`config.mk`:
```
export PLATFORM = sky130hd
export DESIGN_NAME = vga_disp_ctrl
export DESIGN_NICKNAME = d
export VERILOG_FILES = /design/src/rtl/vga_pkg.sv /design/src/rtl/vga_pix_fifo.sv /design/src/rtl/vga_disp_ctrl.sv
export SDC_FILE = /design/constraint.sdc
export NUM_CORES = 2
export LEC_CHECK = 0
export ABC_CLOCK_PERIOD_IN_PS = 7270
export CAP_MARGIN = 5
export CORE_MARGIN = 3
export CORE_UTILIZATION = 56
export CTS_CLUSTER_SIZE = 24
export DETAILED_ROUTE_END_ITERATION = 8
export PLACE_DENSITY_LB_ADDON = 0.08
export SLEW_MARGIN = 30
export SYNTH_ARGS = -nofsm -noshare
export SYNTH_HDL_FRONTEND = slang
export SYNTH_SLANG_ARGS = --single-unit
```
`constraint.sdc`:
```
create_clock -name clk_i -period 7.27 [get_ports clk_i]
set_input_delay 1.0905 -clock clk_i [delete_from_list [all_inputs] [get_ports clk_i]]
set_output_delay 1.0905 -clock clk_i [all_outputs]
set_load 0.005 [all_outputs]
```
`src/rtl/vga_pkg.sv`:
```
// -----------------------------------------------------------------------------
// vga_pkg
// Shared definitions for the VGA display controller:
//   - pixel-format encodings carried on mode_i
//   - the timing-configuration struct held in the shadow registers
//   - the colour-bar table used by the optional test pattern
// Timing fields are stored at CFG_W bits; the controller's CNT_WIDTH must not
// exceed CFG_W.
// -----------------------------------------------------------------------------
package vga_pkg;

    localparam logic MODE_RGB888 = 1'b0;  // one pixel per 32-bit word
    localparam logic MODE_RGB565 = 1'b1;  // two pixels per word, low half first

    localparam int CFG_W = 16;

    typedef struct packed {
        logic [CFG_W-1:0] hvsize;
        logic [CFG_W-1:0] hfp;
        logic [CFG_W-1:0] hsync;
        logic [CFG_W-1:0] hbp;
        logic [CFG_W-1:0] vvsize;
        logic [CFG_W-1:0] vfp;
        logic [CFG_W-1:0] vsync;
        logic [CFG_W-1:0] vbp;
    } timing_cfg_t;

    // Bars left to right: white, yellow, cyan, green, magenta, red, blue, black.
    localparam logic [23:0] BAR_RGB [8] = '{
        24'hFFFFFF, 24'hFFFF00, 24'h00FFFF, 24'h00FF00,
        24'hFF00FF, 24'hFF0000, 24'h0000FF, 24'h000000
    };

endpackage

```
`src/rtl/vga_pix_fifo.sv`:
```
// -----------------------------------------------------------------------------
// vga_pix_fifo
// Synchronous show-ahead FIFO for the pixel word stream.
//   clk_i, rst_i   clock, synchronous active-high reset (pointers/count)
//   flush_i        discards all contents on the next edge (wins over push/pop)
//   push_i/wdata_i write port; ignored when full
//   pop_i          advances the head; ignored when empty
//   rdata_o        head word, valid whenever cnt_o != 0
//   cnt_o          occupancy, 0..DEPTH
// DEPTH must be a power of two so the pointers wrap naturally.
// -----------------------------------------------------------------------------
module vga_pix_fifo #(
    parameter int WIDTH = 32,
    parameter int DEPTH = 64
) (
    input  logic                     clk_i,
    input  logic                     rst_i,
    input  logic                     flush_i,
    input  logic                     push_i,
    input  logic [WIDTH-1:0]         wdata_i,
    input  logic                     pop_i,
    output logic [WIDTH-1:0]         rdata_o,
    output logic [$clog2(DEPTH):0]   cnt_o
);

    localparam int AW = $clog2(DEPTH);
    localparam int CW = AW + 1;
    localparam logic [CW-1:0] DEPTH_C = CW'(DEPTH);

    logic [WIDTH-1:0] mem_q [DEPTH];
    logic [AW-1:0]    wptr_q, wptr_d;
    logic [AW-1:0]    rptr_q, rptr_d;
    logic [CW-1:0]    cnt_q, cnt_d;
    logic             do_push, do_pop;

    always_comb begin
        do_push = push_i && (cnt_q != DEPTH_C);
        do_pop  = pop_i && (cnt_q != '0);
        wptr_d  = wptr_q;
        rptr_d  = rptr_q;
        cnt_d   = cnt_q;
        if (flush_i) begin
            wptr_d = '0;
            rptr_d = '0;
            cnt_d  = '0;
        end else begin
            if (do_push) wptr_d = wptr_q + 1'b1;
            if (do_pop)  rptr_d = rptr_q + 1'b1;
            case ({do_push, do_pop})
                2'b10:   cnt_d = cnt_q + 1'b1;
                2'b01:   cnt_d = cnt_q - 1'b1;
                default: cnt_d = cnt_q;
            endcase
        end
    end

    always_ff @(posedge clk_i) begin
        if (rst_i) begin
            wptr_q <= '0;
            rptr_q <= '0;
            cnt_q  <= '0;
        end else begin
            wptr_q <= wptr_d;
            rptr_q <= rptr_d;
            cnt_q  <= cnt_d;
        end
    end

    // Storage needs no reset: only words covered by cnt_q are ever read.
    always_ff @(posedge clk_i) begin
        if (do_push && !flush_i) mem_q[wptr_q] <= wdata_i;
    end

    assign rdata_o = mem_q[rptr_q];
    assign cnt_o   = cnt_q;

endmodule

```
`src/rtl/vga_disp_ctrl.sv`:
```
// -----------------------------------------------------------------------------
// vga_disp_ctrl
// VGA timing generator with a buffered pixel-word input stream.
//   clk_i, rst_i          clock, synchronous active-high reset
//   en_i                  display enable; low holds counters at 0, flushes FIFO
//   mode_i                0 = RGB888 (1 pixel/word), 1 = RGB565 (2 pixels/word)
//   h*/v* timing inputs   active size, front porch, sync width, back porch
//   hpol_i, vpol_i        sync polarity, 1 = active-high
//   pix_valid_i/pix_ready_o/pix_data_i   pixel word stream (valid/ready)
//   clr_i                 clears the sticky underflow flag
//   vga_*_o               registered colour, syncs, data enable
//   frame_start_o         one-cycle pulse aligned with pixel (0,0)
//   underflow_o           sticky: a pixel was needed while the FIFO was empty
//   fifo_cnt_o            FIFO occupancy
// Optional feature macro: VGA_TEST_PATTERN_EN adds input pattern_i, which
// replaces active pixels by eight vertical colour bars without touching the FIFO.
// DATA_WIDTH must be 32; CNT_WIDTH must not exceed vga_pkg::CFG_W.
// -----------------------------------------------------------------------------
module vga_disp_ctrl
    import vga_pkg::*;
#(
    parameter int DATA_WIDTH = 32,
    parameter int FIFO_DEPTH = 64,
    parameter int CNT_WIDTH  = 12
) (
    input  logic                          clk_i,
    input  logic                          rst_i,
    input  logic                          en_i,
    input  logic                          mode_i,
    input  logic [CNT_WIDTH-1:0]          hvsize_i,
    input  logic [CNT_WIDTH-1:0]          hfp_i,
    input  logic [CNT_WIDTH-1:0]          hsync_i,
    input  logic [CNT_WIDTH-1:0]          hbp_i,
    input  logic [CNT_WIDTH-1:0]          vvsize_i,
    input  logic [CNT_WIDTH-1:0]          vfp_i,
    input  logic [CNT_WIDTH-1:0]          vsync_i,
    input  logic [CNT_WIDTH-1:0]          vbp_i,
    input  logic                          hpol_i,
    input  logic                          vpol_i,
    input  logic                          pix_valid_i,
    output logic                          pix_ready_o,
    input  logic [DATA_WIDTH-1:0]         pix_data_i,
    input  logic                          clr_i,
`ifdef VGA_TEST_PATTERN_EN
    input  logic                          pattern_i,
`endif
    output logic [7:0]                    vga_r_o,
    output logic [7:0]                    vga_g_o,
    output logic [7:0]                    vga_b_o,
    output logic                          vga_hsync_o,
    output logic                          vga_vsync_o,
    output logic                          vga_de_o,
    output logic                          frame_start_o,
    output logic                          underflow_o,
    output logic [$clog2(FIFO_DEPTH):0]   fifo_cnt_o
);

    localparam int FCW = $clog2(FIFO_DEPTH) + 1;
    localparam logic [FCW-1:0] DEPTH_C = FCW'(FIFO_DEPTH);

    // RGB565 -> RGB888 by replicating each field's MSBs into the new LSBs.
    function automatic logic [23:0] expand565(input logic [15:0] px);
        return {px[15:11], px[15:13], px[10:5], px[10:9], px[4:0], px[4:2]};
    endfunction

    timing_cfg_t cfg_in, cfg_q, cfg_d, cfg_eff;
    logic        en_q, en_d, en_rise;

    logic [CNT_WIDTH-1:0] hcnt_q, hcnt_d, vcnt_q, vcnt_d;
    logic [CNT_WIDTH-1:0] h_vs, h_ss, h_se, h_tot;
    logic [CNT_WIDTH-1:0] v_vs, v_ss, v_se, v_tot;
    logic                 h_last, v_last, frame_wrap;
    logic                 active, hs_act, vs_act;

    logic                  half_q, half_d;
    logic                  underflow_q, underflow_d;
    logic [7:0]            r_q, g_q, b_q;
    logic [23:0]           rgb_d;
    logic                  hs_q, hs_d, vs_q, vs_d, de_q, de_d, fs_q, fs_d;
    logic                  uf_evt, pop;

    logic [DATA_WIDTH-1:0] fifo_rdata;
    logic [FCW-1:0]        fifo_cnt;
    logic                  fifo_empty, push;

    assign cfg_in = '{
        hvsize: CFG_W'(hvsize_i), hfp: CFG_W'(hfp_i),
        hsync:  CFG_W'(hsync_i),  hbp: CFG_W'(hbp_i),
        vvsize: CFG_W'(vvsize_i), vfp: CFG_W'(vfp_i),
        vsync:  CFG_W'(vsync_i),  vbp: CFG_W'(vbp_i)
    };

    // Timing and counters. On the enable edge the shadow registers are loaded
    // in the same cycle that pixel (0,0) is evaluated, so that cycle must see
    // the live inputs rather than the stale shadow contents.
    always_comb begin
        en_rise = en_i && !en_q;
        en_d    = en_i;
        cfg_eff = en_rise ? cfg_in : cfg_q;

        h_vs  = CNT_WIDTH'(cfg_eff.hvsize);
        h_ss  = h_vs + CNT_WIDTH'(cfg_eff.hfp);
        h_se  = h_ss + CNT_WIDTH'(cfg_eff.hsync);
        h_tot = h_se + CNT_WIDTH'(cfg_eff.hbp);
        v_vs  = CNT_WIDTH'(cfg_eff.vvsize);
        v_ss  = v_vs + CNT_WIDTH'(cfg_eff.vfp);
        v_se  = v_ss + CNT_WIDTH'(cfg_eff.vsync);
        v_tot = v_se + CNT_WIDTH'(cfg_eff.vbp);

        h_last     = (hcnt_q == h_tot - 1'b1);
        v_last     = (vcnt_q == v_tot - 1'b1);
        frame_wrap = en_i && h_last && v_last;
        cfg_d      = (en_rise || frame_wrap) ? cfg_in : cfg_q;

        hcnt_d = '0;
        vcnt_d = '0;
        if (en_i) begin
            hcnt_d = h_last ? '0 : hcnt_q + 1'b1;
            vcnt_d = vcnt_q;
            if (h_last) vcnt_d = v_last ? '0 : vcnt_q + 1'b1;
        end

        active = en_i && (hcnt_q < h_vs) && (vcnt_q < v_vs);
        hs_act = en_i && (hcnt_q >= h_ss) && (hcnt_q < h_se);
        vs_act = en_i && (vcnt_q >= v_ss) && (vcnt_q < v_se);
    end

`ifdef VGA_TEST_PATTERN_EN
    logic [CNT_WIDTH-1:0] bar_w, bar_raw;
    logic [2:0]           bar_idx;

    // Bar width is hvsize/8; anything right of the eighth bar stays black.
    always_comb begin
        bar_w   = h_vs >> 3;
        bar_raw = (bar_w == '0) ? '0 : hcnt_q / bar_w;
        bar_idx = (|bar_raw[CNT_WIDTH-1:3]) ? 3'd7 : bar_raw[2:0];
    end
`endif

    // Pixel fetch. In RGB565 the head word stays in the FIFO while its low
    // half is shown and is popped with the high half, so a pending half-word
    // always has data behind it and never underflows.
    always_comb begin
        fifo_empty = (fifo_cnt == '0);
        pop        = 1'b0;
        uf_evt     = 1'b0;
        half_d     = half_q;
        rgb_d      = 24'h0;
        if (!en_i) begin
            half_d = 1'b0;
        end else if (active) begin
`ifdef VGA_TEST_PATTERN_EN
            if (pattern_i) begin
                rgb_d = BAR_RGB[bar_idx];
            end else
`endif
            if (mode_i == MODE_RGB565) begin
                if (half_q) begin
                    rgb_d  = expand565(fifo_rdata[31:16]);
                    pop    = 1'b1;
                    half_d = 1'b0;
                end else if (fifo_empty) begin
                    uf_evt = 1'b1;
                end else begin
                    rgb_d  = expand565(fifo_rdata[15:0]);
                    half_d = 1'b1;
                end
            end else begin
                half_d = 1'b0;
                if (fifo_empty) begin
                    uf_evt = 1'b1;
                end else begin
                    rgb_d = fifo_rdata[23:0];
                    pop   = 1'b1;
                end
            end
        end

        underflow_d = uf_evt ? 1'b1 : (clr_i ? 1'b0 : underflow_q);
        de_d        = active;
        fs_d        = en_i && (hcnt_q == '0) && (vcnt_q == '0);
        hs_d        = ~(hs_act ^ hpol_i);
        vs_d        = ~(vs_act ^ vpol_i);
    end

    always_ff @(posedge clk_i) begin
        if (rst_i) begin
            en_q        <= 1'b0;
            cfg_q       <= '0;
            hcnt_q      <= '0;
            vcnt_q      <= '0;
            half_q      <= 1'b0;
            underflow_q <= 1'b0;
            r_q         <= '0;
            g_q         <= '0;
            b_q         <= '0;
            de_q        <= 1'b0;
            fs_q        <= 1'b0;
            hs_q        <= ~hpol_i;
            vs_q        <= ~vpol_i;
        end else begin
            en_q        <= en_d;
            cfg_q       <= cfg_d;
            hcnt_q      <= hcnt_d;
            vcnt_q      <= vcnt_d;
            half_q      <= half_d;
            underflow_q <= underflow_d;
            r_q         <= rgb_d[23:16];
            g_q         <= rgb_d[15:8];
            b_q         <= rgb_d[7:0];
            de_q        <= de_d;
            fs_q        <= fs_d;
            hs_q        <= hs_d;
            vs_q        <= vs_d;
        end
    end

    // Pop decisions use the occupancy before this cycle's push, so a word
    // arriving into an empty FIFO is stored, never bypassed to the display.
    assign pix_ready_o = en_i && (fifo_cnt < DEPTH_C);
    assign push        = pix_valid_i && pix_ready_o;

    vga_pix_fifo #(
        .WIDTH (DATA_WIDTH),
        .DEPTH (FIFO_DEPTH)
    ) u_fifo (
        .clk_i   (clk_i),
        .rst_i   (rst_i),
        .flush_i (~en_i),
        .push_i  (push),
        .wdata_i (pix_data_i),
        .pop_i   (pop),
        .rdata_o (fifo_rdata),
        .cnt_o   (fifo_cnt)
    );

    assign vga_r_o       = r_q;
    assign vga_g_o       = g_q;
    assign vga_b_o       = b_q;
    assign vga_hsync_o   = hs_q;
    assign vga_vsync_o   = vs_q;
    assign vga_de_o      = de_q;
    assign frame_start_o = fs_q;
    assign underflow_o   = underflow_q;
    assign fifo_cnt_o    = fifo_cnt;

endmodule
```
* Word-level counts from Yosys, hierarchy flattened
Memory sizes are Yosys's and may differ from the RTL's. A register that Yosys moved wholly into a read port is not among the register bits.
Cells that the tools add are included.
** Cells by class
- Reductions and logical operators :: 27
- Divide/modulo/power cells :: 0
- Bitwise logic cells :: 8
- Equality and inequality tests :: 5
- Shifts and indexed selects :: 0
- Multiply operators :: 0
- Magnitude comparators :: 7
- Multiplexer cells :: 27
- Add/subtract/negate cells :: 14
** Operator list (number)
- $mux W124 :: 1
- $mux W24 :: 4
- $add A12 B12 Y12 :: 6
- $lt A12 B12 Y1 :: 4
- $add A12 B1 Y12 const B :: 2
- $eq A12 B12 Y1 :: 2
- $ge A12 B12 Y1 :: 2
- $logic_not A12 Y1 :: 2
- $sub A12 B1 Y12 const B :: 2
- $mux W1 :: 18
- $logic_and A1 B1 Y1 :: 16
- $pmux W7 S2 :: 1
- $add A6 B1 Y6 const B :: 2
- $mux W12 :: 1
- $mux W6 :: 2
- $add A7 B1 Y7 const B :: 1
- $logic_not A7 Y1 :: 1
- $lt A7 B7 Y1 const B :: 1
- $ne A7 B7 Y1 const B :: 1
- $reduce_bool A7 Y1 :: 1
- $sub A7 B1 Y7 const B :: 1
- $not A1 Y1 :: 6
- $reduce_or A3 Y1 :: 2
- $reduce_bool A2 Y1 :: 2
- other kinds (6) :: 7
** Storage, ports and cells
- Bits in writable memories :: 2048
- Memories kept :: 1
- Latch bits :: 0
- Flip-flop bits (word level) :: 170
- Memory bits (read-only) :: 0
- Bits of input ports :: 136
** Memory list
- u_fifo.mem_q :: words 64, width 32, read ports 1, clocked after Yosys merged registers in 1, wr ports 1, line vga_pix_fifo.sv:30 : logic [WIDTH-1:0] mem_q [DEPTH];

* Longest topological paths before layout
- Depth after elaboration :: 11
- Mapped depth :: 40

* Hierarchy
A second synthesis with hierarchy kept.
** Second synthesis, totals
- Cells, all modules :: 4802
- Area, all modules :: 90695.7 um^2
** By module, submodules not included
- vga_pix_fifo :: cells each 3421, seq. area each 61999.5 um^2, area an instance 78885.7 um^2, times used 1
- vga_disp_ctrl :: cells each 1381, seq. area each 3022.9 um^2, area an instance 11810.1 um^2, times used 1

* Worst setup path before layout
No wires, ideal clock.
- Kind :: input to register
- Start :: in en_i
- End :: reg cfg_q[17] (netlist bit)
- Arrival :: 7446 ps
- Required time :: 7142 ps
- Stages on the path :: 34
- Setup slack :: -304 ps
- Path buffers :: 7
- Path through :: nor2b_1 > clkbuf_1 > clkbuf_1 > clkbuf_1 > buf_1 > mux2i_1 > inv_1 > ha_1 > inv_1 > nor2_1 > nor2_1 > xnor2_1 > ha_1 > and3_1 > a221o_1 > nor2_1 > xor2_1 > ha_1 > inv_1 > ha_1 > and3_1 > a2111oi_0 > o21bai_1 > a21oi_1 > mux2i_1 > nand3_1 > nor2b_1 > mux2_2 > a41o_1 > buf_2 > buf_6 > buf_6 > mux2i_1 > nor2_1
** Between the ends
- Longest elaborated chain between the ends :: 10
- Elaborated cells between the ends (all ways) :: 15
- Those cells by class :: 8 x add/sub; 2 x eq/ne; 1 x mux; 4 x reduce/logical
** RTL lines
- from (decl) :: line vga_disp_ctrl.sv:28 : input logic en_i,
- $logic_and A1 B1 Y1 :: line vga_disp_ctrl.sv:97 : en_rise = en_i && !en_q;
- $mux W124 :: line vga_disp_ctrl.sv:99 : cfg_eff = en_rise ? cfg_in : cfg_q;
- $add A12 B12 Y12 :: line vga_disp_ctrl.sv:102 : h_ss = h_vs + CNT_WIDTH'(cfg_eff.hfp);
- $add A12 B12 Y12 :: line vga_disp_ctrl.sv:103 : h_se = h_ss + CNT_WIDTH'(cfg_eff.hsync);
- $add A12 B12 Y12 :: line vga_disp_ctrl.sv:104 : h_tot = h_se + CNT_WIDTH'(cfg_eff.hbp);
- $sub A12 B1 Y12 :: line vga_disp_ctrl.sv:110 : h_last = (hcnt_q == h_tot - 1'b1);
- $eq A12 B12 Y1 :: line vga_disp_ctrl.sv:110
- $logic_and A1 B1 Y1 (2 in a row) :: line vga_disp_ctrl.sv:112 : frame_wrap = en_i && h_last && v_last;
- $logic_or A1 B1 Y1 (*) :: line vga_disp_ctrl.sv:113 : cfg_d = (en_rise || frame_wrap) ? cfg_in : cfg_q;
- to (signal assigned) :: line vga_disp_ctrl.sv:203 : cfg_q <= cfg_d;
- to (decl) :: line vga_disp_ctrl.sv:66 : timing_cfg_t cfg_in, cfg_q, cfg_d, cfg_eff;
Every way passes the cells marked *; elsewhere a longest branch is shown, timed or not.
A chain may end at the register's enable or synchronous reset.

* Worst setup path in the final report
- Start :: in en_i
- End :: reg cfg_q[75] (netlist bit)
Same word-level chain as after synthesis.

==> results.py <==
metrics = {
    "status": {
        "status": "completed",
    },
    "yosys": {
        "synth.net_count": 4853,
        "ys_seq_elements": 2224,
        "synth_cell_types": 70,
        "syn_inst": 4552,
        "ys_top_cells_by_count": "edfxtp_1, mux4_2, nor2_1, nand2_1, dfxtp_1",
        "seq_area_frac_synth_pct": 71.9,
        "synth-compound-area-share_pct": 1.70,
        "synth_top_family_by_area": "multiplexers",
        "synthXorXnorAreaFrac_pct": 1.18,
        "ys_async_sr_fraction_pct": 0,
        "yosys_warnings": 0,
        "ys.flop_type": "edfxtp_1",
        "yosys.area_share.simple_pct": 3.07,
        "yosysTopAreaCellShare_pct": 68.0,
        "yosysMostFrequentCell": "edfxtp_1",
        "synth_mux_area_share_pct": 18.4,
        "synth_adder_area_share_pct": 2.34,
        "synth_area_leaders": "edfxtp_1, mux4_2, dfxtp_1",
        "synth_area_per_cell_um2": 19.9,
        "synth_edf_count": 2048,
        "syn_area_um2": 90500,
        "yosysTopAreaCell": "edfxtp_1",
    },
    "global_routing": {
        "overflow": 0,
        "grt_usage_pct": 27.6,
        "grt_pass1_vias": 46500,
        "antenna_found_initial": 14,
        "grt_max_degree": 100,
        "grt_pass1_wl_um": 331000,
    },
    "clocking": {
        "cts_sinks": 2224,
        "path_clk_slew_ps": 60,
        "cts-buffers-inserted": 218,
        "clk_latency_ps": 850,
        "tritoncts": "done",
        "cts_root_buf": "clkbuf_16",
        "ctsLongestPathBuffers": 3,
        "cts-hold-fix-buffers": 0,
        "cts_max_level": 4,
    },
    "worst_setup_path": {
        "worstPathArrival_ps": 7620,
        "reg2reg_slack_ps": 770,
        "r2r_start": "en_q$_SDFF_PP0_",
        "start_kind": "primary input",
        "r2r_cells": 30,
        "slowest_delay_ps": 480,
        "critPathTopFamily": "compound AO/OA/AOI/OAI gates",
        "crit_slowest_cell": "clkdlybuf4s50_1",
        "cp_common_cell": "ha_1",
        "crit_fanout": 10,
        "reg2reg_to": "cfg_q[75]$_SDFFE_PP0P_",
        "required_ps": 7960,
        "crit_path_end_kind": "flip-flop",
        "worst-path-buf-inv": 5,
        "crit_type": "in -> reg",
        "cp.depth": 31,
    },
    "layout": {
        "layout-drive-gt1-share_pct": 26.9,
        "nets": 5321,
        "fin_cells": 7352,
        "syn2layout_area_growth_pct": 15.2,
        "fillers": 10700,
        "final_util_pct": 65.4,
    },
    "routing": {
        "routed_wl_um": 228000,
        "avgViaCountPerCell": 6.28,
        "first_iter_violations": 5592,
        "drc": 0,
        "ant_nets": 0,
        "firstDrtPassIters": 5,
        "wl_per_cell_um": 31.0,
        "vias": 46200,
    },
    "sta": {
        "final-setup-viol-count": 0,
        "timing.hold.ws_ps": 487,
        "timing.final.crit_period_ps": 6930,
        "timing.final.crit_share_pct": 95.3,
        "worst_pin_slew_ps": 1000,
        "fmax_mhz": 144,
        "skew_ps": 34.2,
        "timing.slew.headroom_pct": 32.6,
        "finalHoldViolations": 0,
        "slew_violations": 0,
    },
    "pwr": {
        "ir_worst_vdd_uv": 248,
        "p_total_mw": 27.7,
        "power_leakage_nw": 33.6,
        "powerDensity_nw_per_um2": 265,
    },
    "die": {
        "core_um2": 159000,
        "die_h_um": 408,
        "start_util_pct": 56.7,
        "die_w_um": 408,
        "core.rowCount": 146,
        "dieArea_um2": 166000,
        "pin_count": 173,
    },
    "placement": {
        "hpwlAfterDp_um": 139000,
        "gp_congestion": 0.837,
        "dp_cells": 6944,
        "port_buffers": 172,
    },
    "hold_path": {
        "hold_depth": 1,
        "hold_class": "reg -> reg",
        "hold_end": "hcnt_q[0]$_SDFF_PP0_",
        "hold_path.startpoint": "hcnt_q[0]$_SDFF_PP0_",
    },
    "job": {
        "cap_violations": 0,
    },
}
timing repair:
item,4_1_cts,5_1_grt
resized for setup,0,17
setup endpoints to repair,0,116
setup buffers,0,1
endpoints found under the hold margin,0,0
flip-flops by register name (all words and copies together) (netlist names), 6 cells and up, named ones only:
register,cells
vga_r_o,8
cfg_q,96
vcnt_q,12
u_fifo.wptr_q,6
u_fifo.cnt_o,7
u_fifo.rptr_q,6
u_fifo.mem_q,2048
hcnt_q,12
vga_b_o,8
vga_g_o,8
layout make-up:
| class | instances | area [µm²] | area share (%) |
|---|---|---|---|
| Clock buffer | 280 | 5840 | 5.60 |
| Inverter | 114 | 428 | 0.410 |
| Sequential cell | 2224 | 65000 | 62.4 |
| Clock inverter | 118 | 1170 | 1.12 |
| Antenna cell | 8 | 20.0 | 0.0192 |
| Multi-Input combinational cell | 1994 | 24700 | 23.7 |
| Tap cell | 2146 | 2690 | 2.57 |
| Timing Repair Buffer | 468 | 4350 | 4.17 |
worst max-delay path by stage:
| stage | from | end | slack [ps] |
|---|---|---|---|
| after global placement | en_i | cfg_q[56]$_SDFFE_PP0P_ | -360 |
| final | en_i | cfg_q[75]$_SDFFE_PP0P_ | 340 |
| after global routing | en_i | cfg_q[107]$_SDFFE_PP0P_ | -0.6 |
| after detailed placement | en_i | cfg_q[75]$_SDFFE_PP0P_ | -480 |
| after CTS | en_i | cfg_q[75]$_SDFFE_PP0P_ | 390 |
| after floorplan | en_i | cfg_q[17]$_SDFFE_PP0P_ | 30 |
logic make-up after synthesis:
| kind of cell | Yosys count |
|---|---|
| muxes | 834 |
| buffers and inverters | 334 |
| adders and majority gates | 166 |
| and+or+nand+nor | 635 |
| AOI/OAI and AO/OA | 239 |
| xor gates and xnor gates | 120 |
| DFF | 2224 |
layer usage:
metal  vias to the layer above  wire (µm)  global-route usage, %
li1                      19500          -                      -
met1                     24500      94300                   40.3
met2                      1922     110000                   43.7
met3                       304      18500                   5.49
met4                         0       5190                   6.56
met5                         -          0                      0
worst reg2reg max path, delay by kind of cell, from the launching register on:
family                     cells  cell delay [ps]
AOI/OAI and AO/OA             10             2170
xor gates and xnor gates       3              690
adders and majority gates      6             1660
buffers and inverters          4              460
DFF                            1              350
muxes                          2              550
and+or+nand+nor                5              500
where the power goes:
group	total [mW]	switching (mW)	internal [mW]
combinational	2.60	1.34	1.25
sequential	14.0	0.0253	14.0
clock	11.0	4.79	6.24
placed cells by master, fill, tap and decap left out, types with 19 or more instances in the layout:
cell,n
clkinv_2,30
mux4_2,662
nor2_1,190
xnor2_1,66
buf_12,31
a21oi_1,79
clkbuf_1,48
buf_4,291
o21ai_0,47
mux2i_1,158
inv_1,114
ha_1,159
dfxtp_1,170
clkbuf_16,221
nand3_1,29
nor2b_1,19
nand2b_1,19
edfxtp_1,2048
nor2_4,64
clkinv_1,53
clkdlybuf4s50_1,139
nand2_1,219
xor2_1,49
metrics by stage:
step	setup slack, ps	instance area (µm²)	setup TNS [ps]
4_1_cts	389	104000	0
6_report	339	104000	0
3_5_place_dp	-478	97100	-49170
5_1_grt	-0.586	104000	-0.586
3_3_place_gp	-365	97000	-36840
2_1_floorplan	29.7	90500	0
Note: power is estimated with default switching activity, not from simulation.
